### src/rtl/regfile_pkg.sv
// Shared widths, the zero-register index and the writeback priority type.
package regfile_pkg;

  localparam int unsigned DATA_W   = 32;
  localparam int unsigned ADDR_W   = 5;
  localparam int unsigned NUM_REGS = 2 ** ADDR_W;

  localparam logic [ADDR_W-1:0] REG_ZERO = '0;

  typedef enum logic {
    PRIO_A = 1'b0,
    PRIO_B = 1'b1
  } prio_t;

endpackage

### src/rtl/rr_arb2.sv
// Two-way round-robin arbiter: combinational grant, the loser of the last grant is favoured next.
// req[0]/gnt[0] is the ALU requester, req[1]/gnt[1] the load requester.
module rr_arb2
  import regfile_pkg::*;
(
  input  logic       clk,
  input  logic       rst_n,
  input  logic [1:0] req,
  output logic [1:0] gnt
);

  prio_t prio_q, prio_d;

  always_ff @(posedge clk) begin
    if (!rst_n) begin
      prio_q <= PRIO_A;
    end else begin
      prio_q <= prio_d;
    end
  end

  always_comb begin
    gnt    = 2'b00;
    prio_d = prio_q;
    case (req)
      2'b01:   gnt = 2'b01;
      2'b10:   gnt = 2'b10;
      2'b11:   gnt = (prio_q == PRIO_A) ? 2'b01 : 2'b10;
      default: gnt = 2'b00;
    endcase
    // Hand priority to whoever did not win; idle cycles leave it alone.
    if (gnt[0]) begin
      prio_d = PRIO_B;
    end else if (gnt[1]) begin
      prio_d = PRIO_A;
    end
  end

endmodule

### src/rtl/regfile_wb_arbiter.sv
// Owns the register-file write port: arbitrates ALU/load writebacks into a one-cycle registered write,
// and tracks claimed destinations so readers stall until the pending write has landed.
module regfile_wb_arbiter
  import regfile_pkg::*;
(
  input  logic              clk,
  input  logic              rst_n,
  input  logic              claim_valid,
  input  logic [ADDR_W-1:0] claim_reg,
  input  logic              a_valid,
  input  logic [ADDR_W-1:0] a_reg,
  input  logic [DATA_W-1:0] a_data,
  output logic              a_ready,
  input  logic              b_valid,
  input  logic [ADDR_W-1:0] b_reg,
  input  logic [DATA_W-1:0] b_data,
  output logic              b_ready,
  input  logic [ADDR_W-1:0] query_reg1,
  input  logic [ADDR_W-1:0] query_reg2,
  output logic              stall,
  output logic              reg_write,
  output logic [ADDR_W-1:0] write_reg,
  output logic [DATA_W-1:0] write_data,
  output logic              claim_err
);

  logic [1:0]          req;
  logic [1:0]          gnt;
  logic                xfer;
  logic [ADDR_W-1:0]   sel_reg;
  logic [DATA_W-1:0]   sel_data;
  logic                claim_live;
  logic                clear_hit;

  logic                reg_write_q,  reg_write_d;
  logic [ADDR_W-1:0]   write_reg_q,  write_reg_d;
  logic [DATA_W-1:0]   write_data_q, write_data_d;
  logic [NUM_REGS-1:0] busy_q,       busy_d;
  logic                claim_err_q,  claim_err_d;

  // Nothing is accepted while in reset, so no requester loses a write to it.
  assign req = {b_valid, a_valid} & {2{rst_n}};

  rr_arb2 u_arb (
    .clk   (clk),
    .rst_n (rst_n),
    .req   (req),
    .gnt   (gnt)
  );

  assign a_ready  = gnt[0];
  assign b_ready  = gnt[1];
  assign xfer     = |gnt;
  assign sel_reg  = gnt[1] ? b_reg  : a_reg;
  assign sel_data = gnt[1] ? b_data : a_data;

  assign claim_live = claim_valid && (claim_reg != REG_ZERO);
  assign clear_hit  = reg_write_q && (write_reg_q == claim_reg);

  always_comb begin
    reg_write_d  = xfer && (sel_reg != REG_ZERO);
    write_reg_d  = write_reg_q;
    write_data_d = write_data_q;
    if (xfer) begin
      write_reg_d  = sel_reg;
      write_data_d = sel_data;
    end

    busy_d      = busy_q;
    claim_err_d = claim_err_q;
    if (reg_write_q) begin
      busy_d[write_reg_q] = 1'b0;
    end
    // A claim landing on the write being retired is a legal re-claim, not a double claim.
    if (claim_live) begin
      if (busy_q[claim_reg] && !clear_hit) begin
        claim_err_d = 1'b1;
      end
      busy_d[claim_reg] = 1'b1;
    end
  end

  always_ff @(posedge clk) begin
    if (!rst_n) begin
      reg_write_q  <= 1'b0;
      write_reg_q  <= '0;
      write_data_q <= '0;
      busy_q       <= '0;
      claim_err_q  <= 1'b0;
    end else begin
      reg_write_q  <= reg_write_d;
      write_reg_q  <= write_reg_d;
      write_data_q <= write_data_d;
      busy_q       <= busy_d;
      claim_err_q  <= claim_err_d;
    end
  end

  assign stall = ((query_reg1 != REG_ZERO) && busy_q[query_reg1]) ||
                 ((query_reg2 != REG_ZERO) && busy_q[query_reg2]);

  assign reg_write  = reg_write_q;
  assign write_reg  = write_reg_q;
  assign write_data = write_data_q;
  assign claim_err  = claim_err_q;

endmodule
### config.mk
export PLATFORM = sky130hd
export DESIGN_NAME = regfile_wb_arbiter
export DESIGN_NICKNAME = d
export VERILOG_FILES = /design/src/rtl/regfile_pkg.sv /design/src/rtl/rr_arb2.sv /design/src/rtl/regfile_wb_arbiter.sv
export SDC_FILE = /design/constraint.sdc
export NUM_CORES = 1
export LEC_CHECK = 0
export CORE_MARGIN = 2
export CORE_UTILIZATION = 50
export CTS_BUF_LIST = sky130_fd_sc_hd__clkbuf_16
export CTS_CLUSTER_DIAMETER = 100
export DETAILED_ROUTE_END_ITERATION = 8
export PLACE_DENSITY_LB_ADDON = 0.2
export SLEW_MARGIN = 20
export SYNTH_ARGS = -nofsm -noshare
export SYNTH_HDL_FRONTEND = slang
export SYNTH_SLANG_ARGS = --single-unit
### constraint.sdc
create_clock -name clk -period 6.5 [get_ports clk]
set_input_delay 1.95 -clock clk [delete_from_list [all_inputs] [get_ports clk]]
set_output_delay 1.95 -clock clk [all_outputs]
set_load 0.01 [all_outputs]
---- Yosys cells after proc, flatten, opt, wreduce, memory -nomap -nowiden ----
Cells that the tools add are included.
operators by class
  $add $sub $neg .......................... 0
  multiply operators ...................... 0
  div/mod/pow operators ................... 0
  magnitude comparators ................... 6
  equality and inequality tests ........... 4
  shift-type cells ........................ 0
  mux-type cells .......................... 18
  bitwise gates (word level) .............. 4
  reductions and logical operators ........ 17
operator list
  kind                                                  count
  2-to-1 mux 32 bit                                     3
  AND 32 bit                                            1
  inverter 32 bit                                       1
  bitwise OR 32 bit                                     1
  < comparator 5 x 6 -> 1 bit (second input constant)   4
  nonzero test 5 bit                                    4
  binary-select mux 1 bit (select 5 bit)                3
  demux 1 bit (select 5 bit)                            2
  >= comparator 5 x 1 -> 1 bit (second input constant)  2
  logical AND 1 bit                                     8
  2-to-1 mux 1 bit                                      7
  one-hot mux 2 bit (3 select lines)                    1
  equality test 5 bit                                   1
  2-to-1 mux 5 bit                                      1
  equality test 2 bit (second input constant)           2
  AND 2 bit                                             1
  equality test 2 x 1 -> 1 bit (second input constant)  1
  2-to-1 mux 2 bit                                      1
  AND reduction 2 bit                                   1
  nonzero test 2 bit                                    1
  OR reduction 2 bit                                    1
  zero test 1 bit                                       1
  logical OR 1 bit                                      1
storage, ports and cells
  register bits after elaboration ......... 72
  latch bits .............................. 0
  RAM bits ................................ 0
  ROM bits ................................ 0
  bits of input ports ..................... 94
  word-level logic and storage cells ...... 55
  memories kept ........................... 0

---- Longest topological paths before layout ----
  depth in word-level cells ............... 9
  depth in mapped cells ................... 8
  gate-level depth less buffers ........... 6

---- By module ----
A second synthesis with hierarchy kept.
unflattened totals
  cells, all modules ...................... 495
  area total of the unflattened synthesis .. 4239.1 µm²
modules (own cells, without submodules)
  module              instances  cells an instance  area an instance (µm²)  seq. area each (µm²)
  regfile_wb_arbiter  1          488                4177.8                  1421.4
  rr_arb2             1          7                  61.3                    20.0

---- Worst setup path before layout ----
No wires, ideal clock.
  kind .................................... in2out
  from .................................... in query_reg1[0]
  to ...................................... out stall
  data arrival time ....................... 3174 ps
  data required time ...................... 4550 ps
  slack ................................... 1376 ps
  stages on the path ...................... 6
  path buffers ............................ 1
  cells stage by stage .................... buf_2 > mux4_2 > nand3_1 > nand4_1 > nor3_1 > nand4_1
on the way
  longest elaborated chain between the ends .. 4
  elaborated cells on any way between the ends .. 5
  those cells by class .................... mux (2); reduce/logical (3)
ends and longest elaborated chain
  item                                    RTL line                  source
  start: declaration                      regfile_wb_arbiter.sv:18  input logic [ADDR_W-1:0] query_reg1,
  binary-select mux 1 bit (select 5 bit)  regfile_wb_arbiter.sv:99  assign stall = ((query_reg1 != REG_ZERO) && busy_q[query_reg1]) ||
  2-to-1 mux 1 bit (not written as such)  regfile_wb_arbiter.sv:99
  logical AND 1 bit (*)                   regfile_wb_arbiter.sv:99
  logical OR 1 bit (*)                    regfile_wb_arbiter.sv:99
  end: declaration                        regfile_wb_arbiter.sv:20  output logic stall,
Every way passes the cells marked *; elsewhere a longest branch is shown, timed or not. The select of a mux whose other input is x is not followed.

---- Final worst setup path ----
Same ends and word-level chain as after synthesis.

==> results summary <==
The number of iterations in the first detailed-routing pass came out at 5. The count of hold-fix buffers inserted at cts came out at 0. The number of max-cap violations is 0. The filler cell count in the final layout came out at 593. Summing all flip-flop and latch instances after layout gives 1440 sq um. At the worst endpoint, the arrival time is 4330 ps. The detailed route wirelength on metal3 came out at 1040 um. The number of antenna violations at the first check in global routing came to 0. Along the worst path, the maximum fanout reaches 8. The final weighted congestion in routability-driven placement came out at roughly 0.95.

The global-route wire length before repair is ~20000 um. The classification of the worst-slack hold path is reg -> reg. The area enclosed by the die boundary came out at 8690 sq um.

The leakage component of the power came out at 0.00219 uW. The area of the multi-input gates is 2370 sq um. The core area is between 7000 and 8000 sq um. The final-layout setup total negative slack came out at 0 ps. The final antenna-violating net count came out at 0.

The number of buffers inserted by port buffering is 135. The largest net degree at the start of global routing is 73. Setup repair after global routing left no endpoint under its margin. In this run the cell area of the synthesized design comes to between 3000 and 4000 sq um. The number of setup buffers added after CTS is 0. For the finished layout, the period the worst path requires is 6280 ps.

After clock tree synthesis, the clock-pin slew on the worst setup and hold paths is roughly 60 ps. IR analysis of the VDD net gives a maximum drop of 0.135 mV. The critical path ends at stall.

The total routed wire length on the met1 layer came out at 5030 um. The final number of hold-violating endpoints is 0. The clock tree skew after final layout came out at 8.08 ps.

The startpoint identified for the worst register-to-register timing path is u_arb.prio_q$_SDFFE_PN0P_. The final count of negative-setup-slack endpoints is 0. The number of slew-limit violations in the final report came to 0.

The number of global-route vias before repair is 4047. The area added between synthesis and finish came out at 40.8%. 136 I/O pins were placed. At the later pin of the worst-skew pair, clock insertion delay measures 330 ps. The overall routing resource usage came out at 29.1%. The width of the die is 93.2 um. The worst setup path is launched from an input pin. After detailed routing, the average wire length per cell comes to 18.7 um.

The worst setup path is captured at a primary output. The number of buffers between clock root and the deepest sink is 2. The via count of the routed design came out at 4105.

The number of cells traversed by the worst register-to-register path is 9. The Yosys step of the flow raised 0 warnings. At the end of the flow, the number of nets in the layout was 659. In the routed layout, each cell is associated on average with a via count of 6.11. The global-route congestion overflow total came out at 0. The count of different cell masters after synthesis came out at 46. The DRC violations left came out at 0. The flow ran to the end, and the final reports show no timing, DRC or antenna violations. The critical hold path startpoint is busy_q[0]$_SDFF_PN0_. The total power per unit cell area is 206 nW/um^2.

The count of inserted antenna diode cells is 0. The type of the setup path with the least slack is in -> out. The iteration-0 DRC count of the detailed router is 218.

The HPWL after detailed placement is 8870 um. The relative max-transition margin came out at 25.2%. Counting flops and latches in the post-synthesis netlist gives roughly 70. The portion of the post-synthesis area used by sequential elements is 36.2%.

TritonCTS built the clock tree. The clock sink count came out at 72. The required arrival time at the worst endpoint came out at 4550 ps. The highest layer touched by signal routing is met4. The post-route netlist has about 8.4% of its cells at a drive strength greater than 1. The TritonCTS buffer count is 9. Summed over all nets, wire length on met2 after detailed routing comes to between 6000 and 7000 um. The gate count after technology mapping is 450. For this configuration, the core starts out at a cell density of about 52%. Averaged over all synthesized cells, the footprint is 8.84 sq um. In the synthesized netlist the async set-or-reset flop fraction comes to 0%. The root buffer cell is sky130_fd_sc_hd__clkbuf_16. The final period utilization is 96.6%. The post-place setup slack came out at 239 ps.

The post-cts sizing count came out at 0. The synthesized netlist net count is roughly 540. The most used flip-flop cell after synthesis is sky130_fd_sc_hd__dfxtp_1.

The H-tree generated during clock tree synthesis spans 3 levels. The top achievable clock speed is 0.159 GHz. The chip height came out at 93.2 um. For flop-to-flop paths, the worst setup slack is 4640 ps. The floorplan has 32 rows. The least setup slack across all paths after layout came out at 224 ps. The total routed wirelength is 12500 um. The end of the worst register-to-register path is write_data[12]$_SDFFE_PN0P_. The launching instance or port of the critical path is query_reg1[0]. The transition time of the tightest slew-check pin is around 1100 ps. Counting flops with a built-in enable in the synthesized netlist gives 0.
## synth_stat cells (2+ instances only)
| cell type | number | area (sq um) |
|---|---|---|
| sky130_fd_sc_hd__and3_1 | 2 | 12.5 |
| sky130_fd_sc_hd__or3_1 | 2 | 12.5 |
| sky130_fd_sc_hd__a22oi_1 | 6 | 45.0 |
| sky130_fd_sc_hd__nand4_1 | 3 | 18.8 |
| sky130_fd_sc_hd__nor2_1 | 14 | 52.6 |
| sky130_fd_sc_hd__or3b_2 | 3 | 26.3 |
| sky130_fd_sc_hd__buf_2 | 12 | 60.1 |
| sky130_fd_sc_hd__a21boi_0 | 36 | 270 |
| sky130_fd_sc_hd__mux4_2 | 12 | 270 |
| sky130_fd_sc_hd__o22ai_1 | 3 | 18.8 |
| sky130_fd_sc_hd__a21oi_1 | 7 | 35.0 |
| sky130_fd_sc_hd__buf_1 | 2 | 7.51 |
| sky130_fd_sc_hd__nor3_1 | 6 | 30.0 |
| sky130_fd_sc_hd__a31oi_1 | 2 | 12.5 |
| sky130_fd_sc_hd__o21ai_0 | 35 | 175 |
| sky130_fd_sc_hd__and3b_1 | 2 | 17.5 |
| sky130_fd_sc_hd__or4_1 | 3 | 22.5 |
| sky130_fd_sc_hd__mux2i_1 | 11 | 110 |
| sky130_fd_sc_hd__nor3b_1 | 5 | 37.5 |
| sky130_fd_sc_hd__xor2_1 | 4 | 35.0 |
| sky130_fd_sc_hd__o211a_1 | 14 | 140 |
| sky130_fd_sc_hd__nand3b_1 | 11 | 82.6 |
| sky130_fd_sc_hd__mux2_2 | 10 | 113 |
| sky130_fd_sc_hd__dfxtp_1 | 72 | 1440 |
| sky130_fd_sc_hd__nand2_1 | 75 | 282 |
| sky130_fd_sc_hd__a2111oi_0 | 2 | 17.5 |
| sky130_fd_sc_hd__a22o_1 | 34 | 298 |
| sky130_fd_sc_hd__clkbuf_1 | 24 | 90.1 |
| sky130_fd_sc_hd__nand3_1 | 20 | 100 |
| sky130_fd_sc_hd__o211ai_1 | 2 | 15.0 |
## how the worst min path moves through the flow
stage                                           end  slack, ps  cells after the start
final                          busy_q[0]$_SDFF_PN0_        470                      1
after global routing           busy_q[0]$_SDFF_PN0_        500                      1
after CTS                      busy_q[0]$_SDFF_PN0_        470                      1
after detailed placement       busy_q[0]$_SDFF_PN0_        460                      1
after global placement    u_arb.prio_q$_SDFFE_PN0P_        450                      1
after floorplan           u_arb.prio_q$_SDFFE_PN0P_        440                      1
## final cells by class
type	count	share of cell area [%]
Multi-Input combinational cell	338	42.2
Sequential cell	72	25.7
Timing Repair Buffer	143	25.1
Clock buffer	9	4.02
Tap cell	102	2.28
Clock inverter	7	0.581
Inverter	1	0.0670
## per-layer routing
layer,vias to the layer above,GRT usage [%]
met2,192,48.5
met4,0,10.2
met1,1975,35.8
met5,-,0
li1,1913,-
met3,25,8.38
## logic make-up (layout without fill, tap and decap cells)
logic type             Yosys count  count (layout)  synth area share [%]
flip-flops                      72              72                  36.2
multiplexers                    34              34                  12.8
buffers and inverters           40             160                  4.34
AND/OR/NAND/NOR                151             151                  18.3
AO/OA/AOI/OAI                  148             148                  27.3
XOR/XNOR                         5               5                  1.10
## metrics by stage
step                instance area (sq um)  util (%)  total power [uW]  hold slack [ps]  instances
floorplan                            3980         -               600              435        450
global placement                     5350      69.2               725              445        656
detailed placement                   5350      69.2               729              463        656
CTS                                  5600      72.5              1160              472        672
global route                         5600      72.5              1200              495        672
finish                               5600      72.5              1160              473        672
## critical path, stage by stage
cell and delay, ps:
sky130_fd_sc_hd__clkdlybuf4s50_1 770, sky130_fd_sc_hd__mux4_2 560, sky130_fd_sc_hd__nand3_1 90, sky130_fd_sc_hd__nand4_1 90
sky130_fd_sc_hd__nor3_1 250, sky130_fd_sc_hd__nand4_1 130, sky130_fd_sc_hd__clkdlybuf4s50_1 490
## placed cells by master, fill, tap and decap left out, types with 2 or more instances in the layout
master,synthesis,layout
sky130_fd_sc_hd__nand2_1,75,75
sky130_fd_sc_hd__inv_1,1,4
sky130_fd_sc_hd__a2111oi_0,2,2
sky130_fd_sc_hd__buf_4,0,8
sky130_fd_sc_hd__o211ai_1,2,2
sky130_fd_sc_hd__nand4_1,3,3
sky130_fd_sc_hd__clkinv_2,0,2
sky130_fd_sc_hd__a22o_1,34,34
sky130_fd_sc_hd__or3_1,2,2
sky130_fd_sc_hd__o211a_1,14,14
sky130_fd_sc_hd__or3b_2,3,3
sky130_fd_sc_hd__and3b_1,2,2
sky130_fd_sc_hd__nand3_1,20,20
sky130_fd_sc_hd__nor3_1,6,6
sky130_fd_sc_hd__mux4_2,12,12
sky130_fd_sc_hd__and3_1,2,2
sky130_fd_sc_hd__a21boi_0,36,36
sky130_fd_sc_hd__xor2_1,4,4
sky130_fd_sc_hd__or4_1,3,3
sky130_fd_sc_hd__nor3b_1,5,5
sky130_fd_sc_hd__dfxtp_1,72,72
sky130_fd_sc_hd__nand3b_1,11,11
sky130_fd_sc_hd__o22ai_1,3,3
sky130_fd_sc_hd__clkbuf_16,0,9
sky130_fd_sc_hd__a22oi_1,6,6
sky130_fd_sc_hd__a31oi_1,2,2
sky130_fd_sc_hd__o21ai_0,35,35
sky130_fd_sc_hd__nor2_1,14,14
sky130_fd_sc_hd__clkdlybuf4s50_1,0,134
sky130_fd_sc_hd__a21oi_1,7,7
sky130_fd_sc_hd__mux2_2,10,10
sky130_fd_sc_hd__mux2i_1,11,11
## report_power, final
| part | total [uW] | leakage, uW | switching, uW | internal (uW) |
|---|---|---|---|---|
| Combinational | 234 | 0.00146 | 98.3 | 136 |
| Sequential | 488 | 0.000592 | 22.4 | 466 |
| Clock | 433 | 0.000136 | 182 | 251 |
No activity file was read; power rests on OpenSTA's default activity.
==> RTL edit 1, RTL diff (config.mk and constraints unchanged) <==
Put one more register stage on the output `claim_err`, with the module's reset. The value now appears one clock later. The other outputs are not delayed to match.
--- a/src/rtl/regfile_wb_arbiter.sv
+++ b/src/rtl/regfile_wb_arbiter.sv
@@ -103,5 +103,11 @@
   assign write_reg  = write_reg_q;
   assign write_data = write_data_q;
-  assign claim_err  = claim_err_q;
+  always_ff @(posedge clk) begin
+    if (!rst_n) begin
+      claim_err <= '0;
+    end else begin
+      claim_err <= claim_err_q;
+    end
+  end
 
 endmodule
Check against the original RTL: not equivalent (Yosys sat finds a counterexample within 4 cycles, from zero or initial values and one cycle with rst_n low).
==> RTL edit 1 against the original RTL <==
- largest cell class unchanged
- clock skew about the same
- total power increased by 3.2%
- die area grew 1.4%
- sequential cell count is 1 higher
- setup slack got worse by 0.0030 ns
- final area increased by 1.7%
- global-route usage grew 0.44 points
- clock power is 6.0% higher
- synthesized area increased by 1.5%
- routed wire length up 1.3%
- combinational power is 3% higher
==> RTL edit 1: results (changes against the original RTL) <==
[logic_synthesis]
synth_area_leaders=dfxtp_1 (36%), a22o_1 (7.8%), nand2_1 (6.6%)
ys_types=51  ; +11%
yosys_warnings=0  ; unchanged
ys.flop_type=dfxtp_1
synth-seq-area-share_pct=36.2  ; -0.043 points
synthesis.nets=540  ; -0.74%
synthArstFlopShare_pct=0  ; unchanged
synth.top_cells.by_count=dfxtp_1 (73), nand2_1 (71), a22o_1 (36)

[grt]
grt_pass1_wl_mm=20.5  ; +2.3%
track_usage_pct=29.5  ; +0.44 points
grt_pass1_vias=4142  ; +2.3%
grt_max_degree=73  ; unchanged
antenna_found_initial=0  ; unchanged

[clocking]
clk_pin_slew_ns=0.06  ; about the same
numCtsBuffers=9  ; unchanged
max-clock-path-buffers=2  ; unchanged
cts-root-buf=clkbuf_16
postCtsSetupRepairBufs=0  ; unchanged
htreeDepth=3  ; unchanged
post_cts_resized=0  ; unchanged
clk_latency_ns=0.34

[critical_path]
arrival_ns=4.33  ; about the same
crit_start=query_reg2[2]
rr_startpoint=u_arb.prio_q$_SDFFE_PN0P_
crit_fanout=5  ; -3

[min_path]
hold_class=register to register
min_from=busy_q[0]$_SDFF_PN0_

[cells_and_area]
final_nets=659  ; unchanged
num_antenna_cells=0  ; unchanged
layout-drive-gt1-share_pct=10.0  ; +1.6 points
fillers=582  ; -1.9%

[power]
p_leak_uw=0.00227  ; +3.9%
switchingPower_uw=324  ; +7.1%
power_frac_comb_pct=20.1  ; -0.2 points
ir_worst_vdd_v=0.000155  ; +15%
p_clk_uw=459  ; +6.0%

[run_status]
status=finished clean

[placed_design]
placed_area_um2=5430  ; +1.5%
io_buffers=135  ; unchanged
place_congestion=0.879  ; -7.2%
dpl.hpwl_mm=9.05  ; +2.0%

[drt]
drtIter0Drc=322  ; +48%
vias_per_cell=6.11  ; about the same
dr.pass1.iters=5  ; unchanged
wl_mm=12.7  ; +1.3%

[sta]
finClkSkew_ns=0.00782  ; -0.000260 ns
max-slew-margin-rel_pct=18.2  ; -7.0 points

RTL edit 1: metrics by stage:
step	total power [uW]	setup slack [ns]	hold WS [ns]	cells	utilization (%)
2_1_floorplan	609	1.20	0.429	446	-
3_3_place_gp	734	0.258	0.451	656	69.9
3_5_place_dp	739	0.228	0.458	656	69.9
4_1_cts	1190	0.218	0.470	672	73.4
5_1_grt	1230	0.0934	0.484	672	73.4
6_report	1190	0.221	0.467	672	73.4
RTL edit 1: area by class of cell:
cell class	count	area (um^2)	area share, %
multi-input cells	332	2390	41.9
flip-flops and latches	73	1460	25.6
repair buffers	148	1440	25.3
clock buffers	9	225	3.95
well taps	102	128	2.24
clock inverters	7	47.5	0.834
inverters	1	3.75	0.0658
RTL edit 1: worst paths after layout:
kind | endpoint | slack (ns) | cells after the start
max | stall | 0.22 | 8
min | busy_q[0]$_SDFF_PN0_ | 0.47 | 1
max reg2reg | write_data[1]$_SDFFE_PN0P_ | 4.57 | 9
min reg2reg | busy_q[0]$_SDFF_PN0_ | 0.47 | 1
RTL edit 1: logic make-up after synthesis:
logic type                share of synthesized area, %
buffers and inverters                             4.65
xor gates and xnor gates                          1.08
DFF                                               36.2
and+or+nand+nor                                   17.4
muxes                                             13.2
AOI/OAI and AO/OA                                 27.5
RTL edit 1: routing by layer:
layer / share of wire [%] / GRT usage [%] / wire (um)
met1: 41 / 36.9 / 5200
met2: 49 / 49.0 / 6280
met3: 7.7 / 6.74 / 983
met4: 1.9 / 11.8 / 247
met5: 0 / 0 / 0
RTL edit 1: critical path, cell delays in order:
cell and delay, ns:
clkdlybuf4s50_1 0.61, buf_4 0.19, mux4_2 0.48, nand2b_1 0.17, o211ai_2 0.08, nand4_1 0.10
a211o_1 0.28, clkdlybuf4s50_1 0.48
==> RTL edit 2, RTL diff (same settings) <==
Made on the original files. The package constant `ADDR_W` goes from 5 to 6.
--- a/src/rtl/regfile_pkg.sv
+++ b/src/rtl/regfile_pkg.sv
@@ -3,5 +3,5 @@
 
   localparam int unsigned DATA_W   = 32;
-  localparam int unsigned ADDR_W   = 5;
+  localparam int unsigned ADDR_W   = 6;
   localparam int unsigned NUM_REGS = 2 ** ADDR_W;
 
Interface: changed (6 resized); port bits go from 136 to 142. No check against the original RTL was run, so the function may have changed too.
==> RTL edit 2 against the original RTL <==
- die area up 53%
- final cell count is 53% higher
- clock power up 16%
- total power is 27% higher
- fmax is 2.3% higher
- routed wire length grew 64%
- final area is 42% higher
- synthesized area increased by 56%
- setup slack better by 0.14 ns
- worst hold slack gained 0.0024 ns
- largest power group unchanged
- count of clock-buffer cells in the layout is the same
- sequential cell count increased by 33
- first-iteration DRC count grew to 3.0 times the old value
- highest routed layer unchanged
==> RTL edit 2: results (changes against the original RTL) <==
[grt]
use_met2_pct=51.5  ; +3.0 points
met1_usage_pct=39.4  ; +3.6 points
track_usage_pct=31.6  ; +2.5 points
grt_pass1_vias=6177  ; +53%
grt_max_degree=96  ; +32%
grt_use_met3_pct=9.38  ; +1.0 points
grt_pass1_wl_mm=32.7  ; +63%

[placed_design]
io_buffers=141  ; +4.4%
dpl.hpwl_mm=15.4  ; +73%
placed_area_um2=7660  ; +43%
place_congestion=0.981  ; +3.6%
dp_slack_ns=0.0394  ; -0.200 ns

[logic_synthesis]
yosys_warnings=0  ; unchanged
synth_compound_area_share_pct=23.3  ; -4.0 points
synthesis.nets=854  ; +57%
syn_inst=755  ; +68%
ys_types=62  ; +35%
synth_mux_area_share_pct=15.4  ; +2.6 points
synth-seq-area-share_pct=33.9  ; -2.3 points
synth_area_leaders=dfxtp_1 (34%), nand2_1 (8.8%), mux4_2 (7.3%)
synth.top_cells.by_count=nand2_1 (145), dfxtp_1 (105), o21ai_0 (69)
ys.flop_type=dfxtp_1

[cells_and_area]
layout-drive-gt1-share_pct=6.74  ; -1.7 points
stdcell_count=1028  ; +53%
final_nets=955  ; +45%

[drt]
dr_wl_met2_mm=9.68  ; +55%
met3WireLength_mm=2.07  ; +100%
vias_per_cell=6.31  ; +3.2%
drt-met1-wl_mm=8.27  ; +64%
avgRoutedWirePerCell_um=20.1  ; +7.4%

[critical_path]
crit_path_top_delay_cell=mux4_1
cp_slowest_stage_delay_ns=0.55  ; -0.22 ns
crit_fanout=7  ; -1
rrSetupSlack_ns=4.75  ; +0.11 ns
reg2reg_depth=6  ; -3
cp_top_family=multiplexers
r2r_end=claim_err$_SDFFE_PN0P_
rr_startpoint=busy_q[39]$_SDFF_PN0_
arrival_ns=4.19  ; -0.14 ns

[sta]
finalCriticalPeriod_ns=6.14  ; -0.139 ns
max-slew-margin-rel_pct=17.6  ; -7.6 points
holdWs_ns=0.475  ; +0.00244 ns

[min_path]
min_to=u_arb.prio_q$_SDFFE_PN0P_
min_from=u_arb.prio_q$_SDFFE_PN0P_
hold_class=register to register

[run_status]
status=finished clean

[clocking]
clk_latency_ns=0.36  ; +0.03 ns
htreeDepth=3  ; unchanged
numCtsBuffers=9  ; unchanged

[power]
ir_worst_vdd_v=0.000144  ; +6.6%

[RTL edit 2: cell types whose count changed after synthesis, moves of 23 or more]
cell	change
clkbuf_1	+23
nand2_1	+70
nor2_1	+46
dfxtp_1	+33
a22o_1	-26
a311oi_1	+40
a21oi_1	+53
o21ai_0	+34
a21boi_0	-30
[RTL edit 2: power by group]
group          internal [uW]  total, uW  switching [uW]
registers                667        689            22.2
logic                    142        282             140
clock network            256        501             245
total                   1060       1470             408
[RTL edit 2: what timing repair did]
action                     4_1_cts  5_1_grt
buffers inserted                 0        0
gates resized for setup          0        2
setup endpoints to repair        0        1
hold buffers                     0        0
[RTL edit 2: layout make-up]
type | instances | area [um^2]
fillers | 1014 | 4130
multi-input cells | 578 | 3780
flip-flops and latches | 105 | 2100
repair buffers | 157 | 1560
clock buffers | 9 | 225
well taps | 168 | 210
clock inverters | 6 | 38.8
inverters | 5 | 18.8
